==> src/rtl/udp_chk_pkg.sv <==
// Shared types and default constants for the UDP receive-data checker.
package udp_chk_pkg;

    typedef enum logic [1:0] {
        IDLE,
        HDR_WAIT,
        HDR_CHK,
        STREAM
    } state_t;

    typedef enum logic [1:0] {
        SEQ,
        PAY_FIRST,
        PAY
    } tag_t;

    localparam logic [31:0] MAGIC_DEF    = 32'h3a87c5d6;
    localparam logic [31:0] PAT_SEED_DEF = 32'h00010203;
    localparam logic [31:0] PAT_INC_DEF  = 32'h04040404;

endpackage

==> src/rtl/udp_chk_sat_cnt.sv <==
// Saturating event counter with synchronous clear taking priority.
module udp_chk_sat_cnt #(
    parameter int CW = 16
) (
    input  logic          clk,
    input  logic          rst,
    input  logic          clr,
    input  logic          inc,
    output logic [CW-1:0] cnt
);

    always_ff @(posedge clk or posedge rst) begin
        if (rst)
            cnt <= '0;
        else if (clr)
            cnt <= '0;
        else if (inc && (cnt != '1))
            cnt <= cnt + CW'(1);
    end

endmodule

==> src/rtl/udp_datain_check_p.sv <==
// Link-integrity monitor: reads each completed ping-pong bank and checks
// header magic, frame sequence continuity and the incrementing payload.
module udp_datain_check_p
    import udp_chk_pkg::*;
#(
    parameter int             DW        = 32,
    parameter int             AW        = 9,
    parameter int             CW        = 16,
    parameter int             MAGIC_IDX = 11,
    parameter logic [DW-1:0]  MAGIC     = DW'(MAGIC_DEF),
    parameter int             SEQ_IDX   = 13,
    parameter int             PAY_START = 16,
    parameter int             PAY_END   = 250,
    parameter logic [DW-1:0]  PAT_SEED  = DW'(PAT_SEED_DEF),
    parameter logic [DW-1:0]  PAT_INC   = DW'(PAT_INC_DEF)
) (
    input  logic          clk,
    input  logic          RST,
    input  logic          clr,
    input  logic          pingpong,
    input  logic [DW-1:0] ram_rdata,
    output logic [AW:0]   ram_addr,
    output logic          busy,
    output logic          frame_done,
    output logic          frame_err,
    output logic          err_sticky,
    output logic [CW-1:0] err_magic_cnt,
    output logic [CW-1:0] err_seq_cnt,
    output logic [CW-1:0] err_pat_cnt,
    output logic [CW-1:0] frame_ok_cnt,
    output logic [CW-1:0] frame_miss_cnt
);

    logic          r_pp_s1, r_pp_s2;
    state_t        r_state, w_next;
    logic          r_bank, w_bank_nxt;
    logic [AW-1:0] r_idx, w_idx_nxt;
    logic          r_pv, w_pv_nxt;
    tag_t          r_ptag, w_ptag_nxt;
    logic          r_plast, w_plast_nxt;
    logic          r_iss_end, w_iss_nxt;
    logic [DW-1:0] r_prev, r_last_seq;
    logic          r_seq_valid, r_ferr;
    logic          r_done, r_err, r_sticky;

    logic          w_toggle, w_magic_ok, w_hdr_bad;
    logic          w_seq_chk, w_seq_bad, w_pay_chk, w_pat_bad;
    logic          w_last, w_frame_bad, w_ok_inc, w_miss;
    logic [DW-1:0] w_pay_exp;

    assign w_toggle    = r_pp_s1 ^ r_pp_s2;
    assign w_magic_ok  = (ram_rdata == MAGIC);
    assign w_hdr_bad   = (r_state == HDR_CHK) && !w_magic_ok;
    assign w_seq_chk   = (r_state == STREAM) && r_pv && (r_ptag == SEQ);
    assign w_seq_bad   = w_seq_chk && r_seq_valid &&
                         (ram_rdata != r_last_seq + DW'(1));
    assign w_pay_chk   = (r_state == STREAM) && r_pv && (r_ptag != SEQ);
    // Chained off the received word so one bad word costs two counts.
    assign w_pay_exp   = (r_ptag == PAY_FIRST) ? PAT_SEED : r_prev + PAT_INC;
    assign w_pat_bad   = w_pay_chk && (ram_rdata != w_pay_exp);
    assign w_last      = (r_state == STREAM) && r_pv && r_plast;
    assign w_frame_bad = r_ferr | w_pat_bad | w_seq_bad;
    assign w_ok_inc    = w_last && !w_frame_bad;
    assign w_miss      = w_toggle && (r_state != IDLE);

    assign ram_addr   = {r_bank, r_idx};
    assign busy       = (r_state != IDLE);
    assign frame_done = r_done;
    assign frame_err  = r_err;
    assign err_sticky = r_sticky;

    always_ff @(posedge clk or posedge RST) begin
        if (RST)
            r_state <= IDLE;
        else
            r_state <= w_next;
    end

    always_comb begin
        w_next = r_state;
        unique case (r_state)
            IDLE:     if (w_toggle) w_next = HDR_WAIT;
            HDR_WAIT: w_next = HDR_CHK;
            HDR_CHK:  w_next = w_magic_ok ? STREAM : IDLE;
            STREAM:   if (w_last) w_next = IDLE;
            default:  w_next = IDLE;
        endcase
    end

    always_comb begin
        w_bank_nxt  = r_bank;
        w_idx_nxt   = r_idx;
        w_pv_nxt    = 1'b0;
        w_ptag_nxt  = r_ptag;
        w_plast_nxt = 1'b0;
        w_iss_nxt   = r_iss_end;
        unique case (r_state)
            IDLE: begin
                if (w_toggle) begin
                    w_bank_nxt = r_pp_s2;
                    w_idx_nxt  = AW'(MAGIC_IDX);
                end
            end
            HDR_WAIT: w_idx_nxt = AW'(SEQ_IDX);
            HDR_CHK: begin
                if (w_magic_ok) begin
                    w_idx_nxt  = AW'(PAY_START);
                    w_pv_nxt   = 1'b1;
                    w_ptag_nxt = SEQ;
                    w_iss_nxt  = 1'b0;
                end
            end
            STREAM: begin
                if (!r_iss_end) begin
                    w_pv_nxt    = 1'b1;
                    w_ptag_nxt  = (r_idx == AW'(PAY_START)) ? PAY_FIRST : PAY;
                    w_plast_nxt = (r_idx == AW'(PAY_END));
                    if (r_idx == AW'(PAY_END))
                        w_iss_nxt = 1'b1;
                    else
                        w_idx_nxt = r_idx + AW'(1);
                end
            end
            default: ;
        endcase
    end

    always_ff @(posedge clk or posedge RST) begin
        if (RST) begin
            r_pp_s1     <= 1'b0;
            r_pp_s2     <= 1'b0;
            r_bank      <= 1'b0;
            r_idx       <= '0;
            r_pv        <= 1'b0;
            r_ptag      <= SEQ;
            r_plast     <= 1'b0;
            r_iss_end   <= 1'b0;
            r_prev      <= '0;
            r_last_seq  <= '0;
            r_seq_valid <= 1'b0;
            r_ferr      <= 1'b0;
            r_done      <= 1'b0;
            r_err       <= 1'b0;
            r_sticky    <= 1'b0;
        end else begin
            r_pp_s1   <= pingpong;
            r_pp_s2   <= r_pp_s1;
            r_bank    <= w_bank_nxt;
            r_idx     <= w_idx_nxt;
            r_pv      <= w_pv_nxt;
            r_ptag    <= w_ptag_nxt;
            r_plast   <= w_plast_nxt;
            r_iss_end <= w_iss_nxt;
            if (w_pay_chk)
                r_prev <= ram_rdata;
            if (w_seq_chk)
                r_last_seq <= ram_rdata;
            if (clr)
                r_seq_valid <= 1'b0;
            else if (w_seq_chk)
                r_seq_valid <= 1'b1;
            if (r_state == HDR_CHK)
                r_ferr <= 1'b0;
            else if (w_seq_bad || w_pat_bad)
                r_ferr <= 1'b1;
            r_done <= w_hdr_bad | w_last;
            r_err  <= w_hdr_bad | (w_last & w_frame_bad);
            if (clr)
                r_sticky <= 1'b0;
            else if (w_hdr_bad || w_seq_bad || w_pat_bad || w_miss)
                r_sticky <= 1'b1;
        end
    end

    udp_chk_sat_cnt #(.CW(CW)) u_magic (
        .clk(clk), .rst(RST), .clr(clr), .inc(w_hdr_bad), .cnt(err_magic_cnt)
    );
    udp_chk_sat_cnt #(.CW(CW)) u_seq (
        .clk(clk), .rst(RST), .clr(clr), .inc(w_seq_bad), .cnt(err_seq_cnt)
    );
    udp_chk_sat_cnt #(.CW(CW)) u_pat (
        .clk(clk), .rst(RST), .clr(clr), .inc(w_pat_bad), .cnt(err_pat_cnt)
    );
    udp_chk_sat_cnt #(.CW(CW)) u_ok (
        .clk(clk), .rst(RST), .clr(clr), .inc(w_ok_inc), .cnt(frame_ok_cnt)
    );
    udp_chk_sat_cnt #(.CW(CW)) u_miss (
        .clk(clk), .rst(RST), .clr(clr), .inc(w_miss), .cnt(frame_miss_cnt)
    );

endmodule

==> config.mk <==
export PLATFORM = sky130hd
export DESIGN_NAME = udp_datain_check_p
export DESIGN_NICKNAME = d
export VERILOG_FILES = /design/src/rtl/udp_chk_pkg.sv /design/src/rtl/udp_chk_sat_cnt.sv /design/src/rtl/udp_datain_check_p.sv
export SDC_FILE = /design/constraint.sdc
export NUM_CORES = 1
export LEC_CHECK = 0
export CORE_ASPECT_RATIO = 1.1
export CORE_MARGIN = 3
export CORE_UTILIZATION = 40
export DETAILED_ROUTE_END_ITERATION = 8
export PLACE_DENSITY_LB_ADDON = 0.15
export SLEW_MARGIN = 10
export SYNTH_ARGS = -nofsm -noshare
export SYNTH_HDL_FRONTEND = slang
export SYNTH_HIERARCHICAL = 1
export SYNTH_SLANG_ARGS = --single-unit
==> constraint.sdc <==
create_clock -name clk -period 6 [get_ports clk]
set_input_delay 0.9 -clock clk [delete_from_list [all_inputs] [get_ports clk]]
set_output_delay 0.9 -clock clk [all_outputs]
set_load 0.005 [all_outputs]
==> impl_metrics.yaml, run 1 <==
run_status:
  status: "finished clean"
clock_network:
  cts_max_level: 4
  cts.sink_count: 168
  numCtsBuffers: 17
  cts.clk_slew.worst_paths_ns: 0.07
  cts.hold.buffers_added: 0
  post_cts.repair.setup_buffers: 0
  cts-root-buf: "clkbuf_16"
  tritoncts: "yes"
  ctsResizeCount: 0
  clkLatencyLatePin_ns: 0.43
  clockBufferDepth: 2
hold_path:
  hold_depth: 0
  holdPathEnd: "r_pp_s2$_DFF_PP0_"
  hp-start: "r_pp_s1$_DFF_PP0_"
  hold_path.class: "reg -> reg"
global_routing:
  grt_max_degree: 87
  grt_pass1_vias: 10020
  grt_pass1_wl_um: 52420
  grt_usage_pct: 20.93
  antenna_found_initial: 0
  grt.overflow.total: 0
synthesis:
  ys.flop_type: "dfrtp_1"
  synth-edff-count: 0
  yosysWarnings: 6
  ys_ff_latch: 168
  synthDistinctLibCells: 78
  ys_seq_area_share_pct: 37.47
  async_reset_ff_share_pct: 100.0
  yosysTopAreaCell: "dfrtp_1"
  synth_fp_nets: 1358
  synth_top_area_share_pct: 37.47
  netlist_area_um2: 11220
  synth_area_leaders: "dfrtp_1 (37%), nand2_1 (5.7%), a21oi_1 (4.3%)"
  synth_area_per_cell_um2: 8.551
  synth_cells: 1312
finish:
  final_nets: 1452
  finalNonFillerCells: 1776
  drive_gt1_share_pct: 9.091
  n_fill_cell: 2647
  diodes: 0
  syn_to_final_growth_pct: 19.40
  final_core_util_pct: 49.11
  design_area_um2: 13390
route:
  drt_iter0_drc: 864
  routed_via_density: 5.923
  num_vias: 10520
  drtPass1Iterations: 5
  wire_per_inst_um: 18.06
  ant_nets: 0
  drc: 0
  finalWirelength_um: 32080
sta:
  hold_viol_final: 0
  fin_setup_tns_ns: 0
  max_freq_ghz: 0.1947
  final-setup-viol-count: 0
  period_share_pct: 85.62
  tightestPinTransition_ns: 1.106
  period_needed_ns: 5.137
  clock_skew_ns: 0.01374
  slew_headroom_pct: 26.07
  maxSlewViolCount: 0
  grt_setup_unrepaired: "false"
power_and_ir_drop:
  powerDensity_nw_per_um2: 192.7
  p_leak_uw: 0.005182
  max-vdd-ir-drop_v: 0.0001584
critical_path:
  crit_arrival_ns: 5.48
  r2r-start: "r_last_seq[0]$_DFFE_PP0P_"
  r2r_slack_ns: 0.91
  r2r_cells: 13
  timing.rr.end: "u_ok/cnt[13]$_DFFE_PP0P_"
  cp_max_fo: 9
  critPathRequiredTime_ns: 6.34
  start_kind: "primary input"
  worstSetupEndpointType: "register"
  crit_type: "in -> reg"
placement:
  dpl.cell_count: 1744
  hpwl_um: 23020
  place_congestion: 0.8879
  dpl-instance-area_um2: 12780
  portBuffers: 129
die:
  core_area_um2: 27270
  rows: 63
  start_util_pct: 41.13
  dieArea_um2: 30090
  die_w_um: 165.7
  io_pins: 130
  die_y_um: 181.6
flow_run:
  maxCapViolCount: 0
-- synth_stat cells (4+ instances only) --
cell,count
a211oi_1,10
a21o_1,7
a21oi_1,97
a31oi_1,17
and3_1,15
and4_1,17
buf_2,4
buf_4,6
clkbuf_1,52
clkbuf_2,5
dfrtp_1,168
dlygate4sd1_1,6
ha_1,10
inv_1,38
mux2_2,42
mux2i_1,15
nand2_1,170
nand2b_1,23
nand3_1,67
nand4_1,40
nand4_4,6
nor2_1,61
nor2b_1,21
nor3_1,35
nor3b_1,12
nor4_1,35
nor4b_1,5
o21a_1,4
o21ai_0,66
o31ai_1,27
o41ai_1,12
or2_2,4
or3_1,41
or3_2,5
or4_1,34
or4_2,5
or4_4,6
xnor2_1,41
xor2_1,19
-- stage by stage --
stage / power (µW) / worst slack (ns) / hold slack (ns)
2_1_floorplan: 1338 / 1.477 / 0.4121
3_3_place_gp: 1433 / 0.6076 / 0.4302
3_5_place_dp: 1435 / 0.4658 / 0.4322
4_1_cts: 2613 / 0.9031 / 0.4501
5_1_grt: 2686 / 0.5444 / 0.4770
6_report: 2581 / 0.8627 / 0.4456
-- sequential cells by signal, summed over array words and instances, names as in the netlist, 2 cells and up --
register     count
r_last_seq      32
r_prev          32
u_magic/cnt     16
u_miss/cnt      16
u_ok/cnt        16
u_pat/cnt       16
u_seq/cnt       16
r_idx            9
r_ptag           2
r_state          2
-- kinds of logic after synthesis --
family,Yosys count,share of synthesized area (%)
buf+inv,114,4.383
xor+xnor,60,4.684
compound gates,283,15.76
fa+ha+maj,10,1.115
mux,57,5.554
simple gates,620,31.03
flops,168,37.47
-- layer usage --
layer	up-vias	wire, µm	global-route usage, %
li1	5087	-	-
met4	0	496	5.424
met5	-	0	0
met1	5128	14970	28.93
met2	276	15140	34.70
met3	28	1474	3.005
-- critical path: stages --
cell,delay [ns]
clkdlybuf4s50_1,0.65
nand2b_1,0.11
a2111oi_0,0.44
a311o_1,0.20
o2111ai_1,0.10
or4_1,0.49
a2111o_1,0.40
nor4_1,0.17
a21o_1,0.28
and3_1,0.42
nand3_1,0.25
or4_4,0.51
or4_1,0.41
a21oi_1,0.15
-- cell usage in the layout (no fill, tap or decap), types with 6 or more instances in the layout --
cell and n:
nand2b_1 23, nand4_1 40, a21oi_1 97, mux2i_1 15, nand4_4 6, clkdlybuf4s50_1 128
or4_4 6, and3_1 15, a211oi_1 10, clkbuf_16 17, inv_1 37, mux2_2 42
nand3_1 67, nor3_1 34, nor4_1 35, or4_1 34, o41ai_1 12, a31oi_1 17
xnor2_1 41, nor2_1 61, nand2_1 170, o21ai_0 66, a21o_1 7, buf_4 21
ha_1 10, dfrtp_1 168, nor3b_1 12, and4_1 17, o31ai_1 27, xor2_1 19
nor2b_1 20, or3_1 41
-- worst max-delay path by stage --
stage | slack (ns) | start | endpoint | cells after the start
after detailed placement | 0.47 | ram_rdata[2] | u_ok/cnt[13]$_DFFE_PP0P_ | 14
after global routing | 0.54 | ram_rdata[2] | u_ok/cnt[13]$_DFFE_PP0P_ | 14
after CTS | 0.90 | ram_rdata[2] | u_ok/cnt[13]$_DFFE_PP0P_ | 14
after global placement | 0.61 | ram_rdata[2] | u_ok/cnt[13]$_DFFE_PP0P_ | 14
final | 0.86 | ram_rdata[2] | u_ok/cnt[13]$_DFFE_PP0P_ | 14
after floorplan | 1.48 | ram_rdata[2] | u_ok/cnt[13]$_DFFE_PP0P_ | 15
-- power by group --
group	internal, µW	switching [µW]	total (µW)	leakage, µW
logic	100	138	238	0.00283
clock network	636	532	1170	0.000293
registers	1150	28.3	1180	0.00206
-- layout make-up --
cell class	instances	area, µm²	area share, %
inverters	39	148.9	1.112
clock buffers	18	429.2	3.204
clock inverters	14	180.2	1.345
multi-input cells	1030	6541	48.84
well taps	357	446.7	3.335
flip-flops and latches	168	4204	31.39
repair buffers	150	1444	10.78
No activity file was read; power rests on OpenSTA's default activity.
==> inputs of run 2 (changes only) <==
- PLACE_DENSITY_LB_ADDON: 0.15 -> 0.12
==> run 2 against run 1 <==
Effect of this change: worst setup slack gained 0.034 ns; sequential share of layout area increased by 0.14 points; clock power is 7% lower; clock skew is 0.0033 ns lower; total power shrank 3.2%; fmax up 0.67%; die area did not move; final area is 0.45% lower; first-iteration DRC count is 18% higher; sequential cell count unchanged; hold slack improved by 0.0022 ns; largest cell class unchanged; via count rose by 0.32%.
==> impl_metrics.yaml, run 2 (synthesized netlist as in run 1, its figures left out) <==
run_status:
  status: "finished clean"
sta:
  period_share_pct: 85.05
  fin_setup_tns_ns: 0
  setup_ws_ns: 0.8969
  fin_hold_ws_ns: 0.4478
  maxSlewViolCount: 0
  hold_viol_final: 0
  slew_headroom_pct: 26.10
  tightestPinTransition_ns: 1.106
  grt_setup_unrepaired: "false"
  clock_skew_ns: 0.01039
  max_freq_ghz: 0.1960
  period_needed_ns: 5.103
  final-setup-viol-count: 0
critical_path:
  r2r-start: "r_last_seq[0]$_DFFE_PP0P_"
  cp_cell_sequence: "clkdlybuf4s50_1 -> nand2b_1 -> a2111oi_0 -> a311o_1 -> o2111ai_1 -> or4_1 -> a2111o_1 -> nor4_1 -> a21o_1 -> and3_1 -> nand3_1 -> or4_4 -> or4_1 -> a21oi_1"
  r2r_slack_ns: 1.03
  critPathRequiredTime_ns: 6.35
  start_kind: "primary input"
  cp_common_cell: "or4_1"
  r2r_cells: 13
  slowest_delay_ns: 0.65
  cp_max_fo: 9
  slowest_stage: "clkdlybuf4s50_1"
  timing.rr.end: "u_ok/cnt[13]$_DFFE_PP0P_"
  crit_arrival_ns: 5.45
  critPathBufInv: 1
  crit_type: "in -> reg"
  worstSetupEndpointType: "register"
  crit_family: "simple AND/OR/NAND/NOR gates"
die:
  die_y_um: 181.6
  start_util_pct: 41.13
  rows: 63
  dieArea_um2: 30090
  core_area_um2: 27270
  io_pins: 130
  die_w_um: 165.7
global_routing:
  grt.overflow.total: 0
  antenna_found_initial: 1
  grt_usage_pct: 20.90
  grt_pass1_vias: 9947
  grt_pass1_wl_um: 52470
  grt_max_degree: 68
clock_network:
  cts.hold.buffers_added: 0
  clkLatencyLatePin_ns: 0.43
  post_cts.repair.setup_buffers: 0
  tritoncts: "yes"
  cts_max_level: 4
  cts.sink_count: 168
  ctsResizeCount: 0
  cts-root-buf: "clkbuf_16"
  numCtsBuffers: 17
  cts.clk_slew.worst_paths_ns: 0.07
  clockBufferDepth: 2
finish:
  top_regs: "r_last_seq: 32 flops, r_prev: 32 flops"
  final_common_cell: "nand2_1"
  final_nets: 1450
  drive_gt1_share_pct: 8.963
  most-common-layout-cells: "nand2_1 (170), dfrtp_1 (168), clkdlybuf4s50_1 (128), a21oi_1 (97), nand3_1 (67)"
  final_core_util_pct: 48.89
  diodes: 0
  syn_to_final_growth_pct: 18.86
hold_path:
  holdPathEnd: "r_pp_s2$_DFF_PP0_"
  hold_depth: 0
  hp-start: "r_pp_s1$_DFF_PP0_"
  hold_path.class: "reg -> reg"
flow_run:
  maxCapViolCount: 0
route:
  ant_nets: 0
  drc: 0
  wire_per_inst_um: 18.11
  finalWirelength_um: 32130
  drtPass1Iterations: 6
  num_vias: 10550
  routed_via_density: 5.949
  drt_iter0_drc: 1022
placement:
  hpwl_um: 22970
  place_congestion: 0.9028
  portBuffers: 129
  place_ws_ns: 0.4992
power_and_ir_drop:
  power_uw: 2497
  max-vdd-ir-drop_v: 0.0001333
  powerDensity_nw_per_um2: 187.3
  p_leak_uw: 0.005150
run 2: changes by cell type in the layout (fill, tap and decap cells not counted), sizes merged:
cell	delta
clkinvlp	+1
clkinv	+1
bufinv	-2
buf	-2
run 2: worst max path at each step:
stage / start / to / cells past startpoint
floorplan: ram_rdata[2] / u_ok/cnt[13]$_DFFE_PP0P_ / 15
detailed placement: ram_rdata[2] / u_ok/cnt[13]$_DFFE_PP0P_ / 14
global route: ram_rdata[2] / u_ok/cnt[13]$_DFFE_PP0P_ / 14
CTS: ram_rdata[2] / u_ok/cnt[13]$_DFFE_PP0P_ / 14
finish: ram_rdata[2] / u_ok/cnt[13]$_DFFE_PP0P_ / 14
global placement: ram_rdata[2] / u_ok/cnt[13]$_DFFE_PP0P_ / 14
run 2: area by class of cell:
| cell class | count | area, µm² |
|---|---|---|
| clock buffer | 18 | 429.2 |
| fill | 2643 | 13940 |
| multi-input combinational | 1030 | 6541 |
| timing repair buffer | 148 | 1429 |
| inverter | 39 | 148.9 |
| tap | 357 | 446.7 |
| clock inverter | 14 | 135.1 |
| sequential | 168 | 4204 |
run 2: power breakdown:
group | total [µW] | switching (µW) | internal, µW
sequential | 1180 | 28.4 | 1150
combinational | 236 | 137 | 99.4
clock | 1090 | 533 | 552
run 2: metal layers:
layer  track usage [%]  up-vias  wire length [µm]  share of wire [%]
met2             33.39      355             14820                 46
met4             5.225        0               501                1.6
li1                  -     5084                 -                  -
met5                 0        -                 0                  0
met3             4.050       33              1763                5.5
met1             29.32     5081             15040                 47
run 2: stage by stage:
step	instance area (µm²)	instances
after global placement	12770	1742
after detailed placement	12770	1742
after floorplan	11220	1312
after global routing	13330	1774
final	13330	1774
after CTS	13330	1774
==> inputs of run 3 (changes only) <==
- CORE_UTILIZATION: 40 -> 57
- SYNTH_HIERARCHICAL: 1 -> default
==> run 3 against run 2 <==
Effect of this change: via count decreased by 6.3%; synthesized cell count decreased by 2.7%; total power rose by 96%; first-iteration DRC count is 30% lower; non-clock buffer count fell by 8; sequential cell count stayed put; clock power is 5% higher; count of clock-buffer cells in the layout shrank 1; critical path type unchanged; largest cell class unchanged; largest power group unchanged; highest routed layer unchanged.
==> impl_metrics.yaml, run 3 <==
global_routing:
  grt_max_degree: 91
  antenna_found_initial: 0
  grt.overflow.total: 0
  grt_usage_pct: 29.36
  grt_pass1_wl_um: 48580
  grt_pass1_vias: 9526
route:
  routed_via_density: 6.107
  finalWirelength_um: 30010
  drc: 0
  wire_per_inst_um: 18.54
  drtPass1Iterations: 7
  num_vias: 9887
  ant_nets: 0
  drt_iter0_drc: 711
die:
  io_pins: 130
  dieArea_um2: 20810
  start_util_pct: 58.55
  core_area_um2: 18610
  rows: 52
  die_w_um: 137.8
  die_y_um: 151.0
critical_path:
  critPathRequiredTime_ns: 6.26
  crit_type: "in -> reg"
  cp_max_fo: 19
  r2r-start: "r_last_seq[13]$_DFFE_PP0P_"
  r2r_slack_ns: 1.64
  start_kind: "primary input"
  crit_path_end: "u_ok.cnt[10]$_DFFE_PP0P_"
  r2r_cells: 12
  timing.rr.end: "u_ok.cnt[10]$_DFFE_PP0P_"
  crit_path_start: "ram_rdata[15]"
  crit_arrival_ns: 4.85
  worstSetupEndpointType: "register"
finish:
  final_nets: 1409
  finalNonFillerCells: 1619
  top_regs: "r_last_seq: 32 flops, r_prev: 32 flops"
  syn_to_final_growth_pct: 18.33
  diodes: 0
  final_common_cell: "dfrtp_1"
  most-common-layout-cells: "dfrtp_1 (168), nand2_1 (167), clkdlybuf4s50_1 (128), nor2_1 (119), xor2_1 (68)"
  drive_gt1_share_pct: 7.849
  design_area_um2: 12890
  final_core_util_pct: 69.28
power_and_ir_drop:
  p_leak_uw: 0.005252
  clkPwrFrac_pct: 23.3
  intPower_uw: 2810
  seqPwrFrac_pct: 39.1
  pwr-share-comb_pct: 37.6
  powerDensity_nw_per_um2: 379.8
  power.switching_uw: 2086
  max-vdd-ir-drop_v: 0.0002350
  switching_share_pct: 42.60
run_status:
  status: "finished clean"
sta:
  fin_hold_ws_ns: 0.4701
  fin_setup_tns_ns: 0
  clock_skew_ns: 0.01366
  slew_headroom_pct: 32.56
  max_freq_ghz: 0.2182
  tightestPinTransition_ns: 1.012
  grt_setup_unrepaired: "false"
  maxSlewViolCount: 0
  final-setup-viol-count: 0
  period_share_pct: 76.37
  period_needed_ns: 4.582
  hold_viol_final: 0
clock_network:
  ctsResizeCount: 0
  cts.sink_count: 168
  cts-root-buf: "clkbuf_16"
  cts_max_level: 4
  clockBufferDepth: 2
  cts.hold.buffers_added: 0
  numCtsBuffers: 17
  cts.clk_slew.worst_paths_ns: 0.08
  clkLatencyLatePin_ns: 0.44
  tritoncts: "yes"
  post_cts.repair.setup_buffers: 0
synthesis:
  yosysWarnings: 0
  synth_area_per_cell_um2: 8.532
  synth_most_common_cell: "dfrtp_1"
  synth_top_area_share_pct: 38.59
  ys_ff_latch: 168
  synth_area_leaders: "dfrtp_1 (39%), nand2_1 (5.8%), xor2_1 (5.5%)"
  async_reset_ff_share_pct: 100.0
  synthTopCellsByCount: "dfrtp_1 (168), nand2_1 (167), nor2_1 (120), nand3_1 (68), xor2_1 (68)"
  synth-edff-count: 0
  netlist_area_um2: 10900
  synth_fp_nets: 1323
  synth_cells: 1277
  synthDistinctLibCells: 83
  ys_seq_area_share_pct: 38.59
  ys.flop_type: "dfrtp_1"
  yosysTopAreaCell: "dfrtp_1"
placement:
  place_congestion: 0.9338
  dpl.cell_count: 1587
  dpl-instance-area_um2: 12280
  portBuffers: 129
  hpwl_um: 21590
hold_path:
  hold_path.class: "reg -> reg"
  hold_depth: 0
flow_run:
  maxCapViolCount: 0
==> run 3: changes by cell type after synthesis, moves of 11 or more <==
| cell | before | now |
|---|---|---|
| a21oi_1 | 97 | 56 |
| and2_1 | 3 | 14 |
| and3_1 | 15 | 37 |
| nor2_1 | 61 | 120 |
| nor3_1 | 35 | 23 |
| nor4_1 | 35 | 14 |
| o31ai_1 | 27 | 13 |
| or3_1 | 41 | 12 |
| or4_1 | 34 | 10 |
| xor2_1 | 19 | 68 |
==> run 3: critical path: stages <==
cell and delay [ns]:
clkdlybuf4s50_1 0.58, xor2_1 0.28, a211oi_1 0.28, nand4_1 0.16, a311o_1 0.29, nor4_1 0.27
nand4_1 0.13, a2111oi_1 0.64, nor3_2 0.08, buf_4 0.25, a2111oi_4 0.67, a31o_2 0.25
a21oi_1 0.06
==> run 3: per-stage QoR <==
step / total power, µW / setup slack, ns
final: 4896 / 1.418
after global routing: 5222 / 1.257
after CTS: 4888 / 1.506
after detailed placement: 3733 / 1.047
after global placement: 3688 / 1.162
after floorplan: 3181 / 0.5533
==> run 3: cells by family after synthesis <==
kind of cell,synth area share [%]
AND/OR/NAND/NOR,27.72
buffers and inverters,4.238
flip-flops,38.59
adder cells (fa/ha/maj),1.148
AO/OA/AOI/OAI,14.75
multiplexers,4.915
XOR/XNOR,8.647
==> run 3: layout make-up <==
type,instances,area (µm²)
tap,243,304.0
clock inverter,15,190.2
clock buffer,17,425.4
fill,1568,5715
inverter,40,155.1
timing repair buffer,140,1369
sequential,168,4204
multi-input combinational,996,6245
==> run 3: layer usage <==
| metal | vias up | track usage [%] | wire, µm | part of all wire, % |
|---|---|---|---|---|
| met3 | 68 | 6.678 | 1753 | 5.8 |
| met4 | 0 | 13.14 | 1160 | 3.9 |
| met1 | 4770 | 37.38 | 12820 | 43 |
| met5 | - | 0 | 0 | 0 |
| met2 | 301 | 47.80 | 14270 | 48 |
| li1 | 4748 | - | - | - |
==> run 3: power by group through the flow <==
stage | Sequential (µW) | Combinational (µW) | Clock, µW
floorplan | 1680 | 1500 | 0
global placement | 1910 | 1780 | 0
detailed placement | 1920 | 1820 | 0
CTS | 1900 | 1830 | 1160
global route | 1970 | 2040 | 1210
finish | 1920 | 1840 | 1140
==> run 3: worst min path at each step <==
stage	from	endpoint	slack, ns
final	r_pp_s1$_DFF_PP0_	r_pp_s2$_DFF_PP0_	0.47
after global routing	r_pp_s1$_DFF_PP0_	r_pp_s2$_DFF_PP0_	0.48
after CTS	r_pp_s1$_DFF_PP0_	r_pp_s2$_DFF_PP0_	0.47
after detailed placement	r_pp_s1$_DFF_PP0_	r_pp_s2$_DFF_PP0_	0.45
after global placement	r_pp_s1$_DFF_PP0_	r_pp_s2$_DFF_PP0_	0.43
after floorplan	r_pp_s1$_DFF_PP0_	r_pp_s2$_DFF_PP0_	0.41
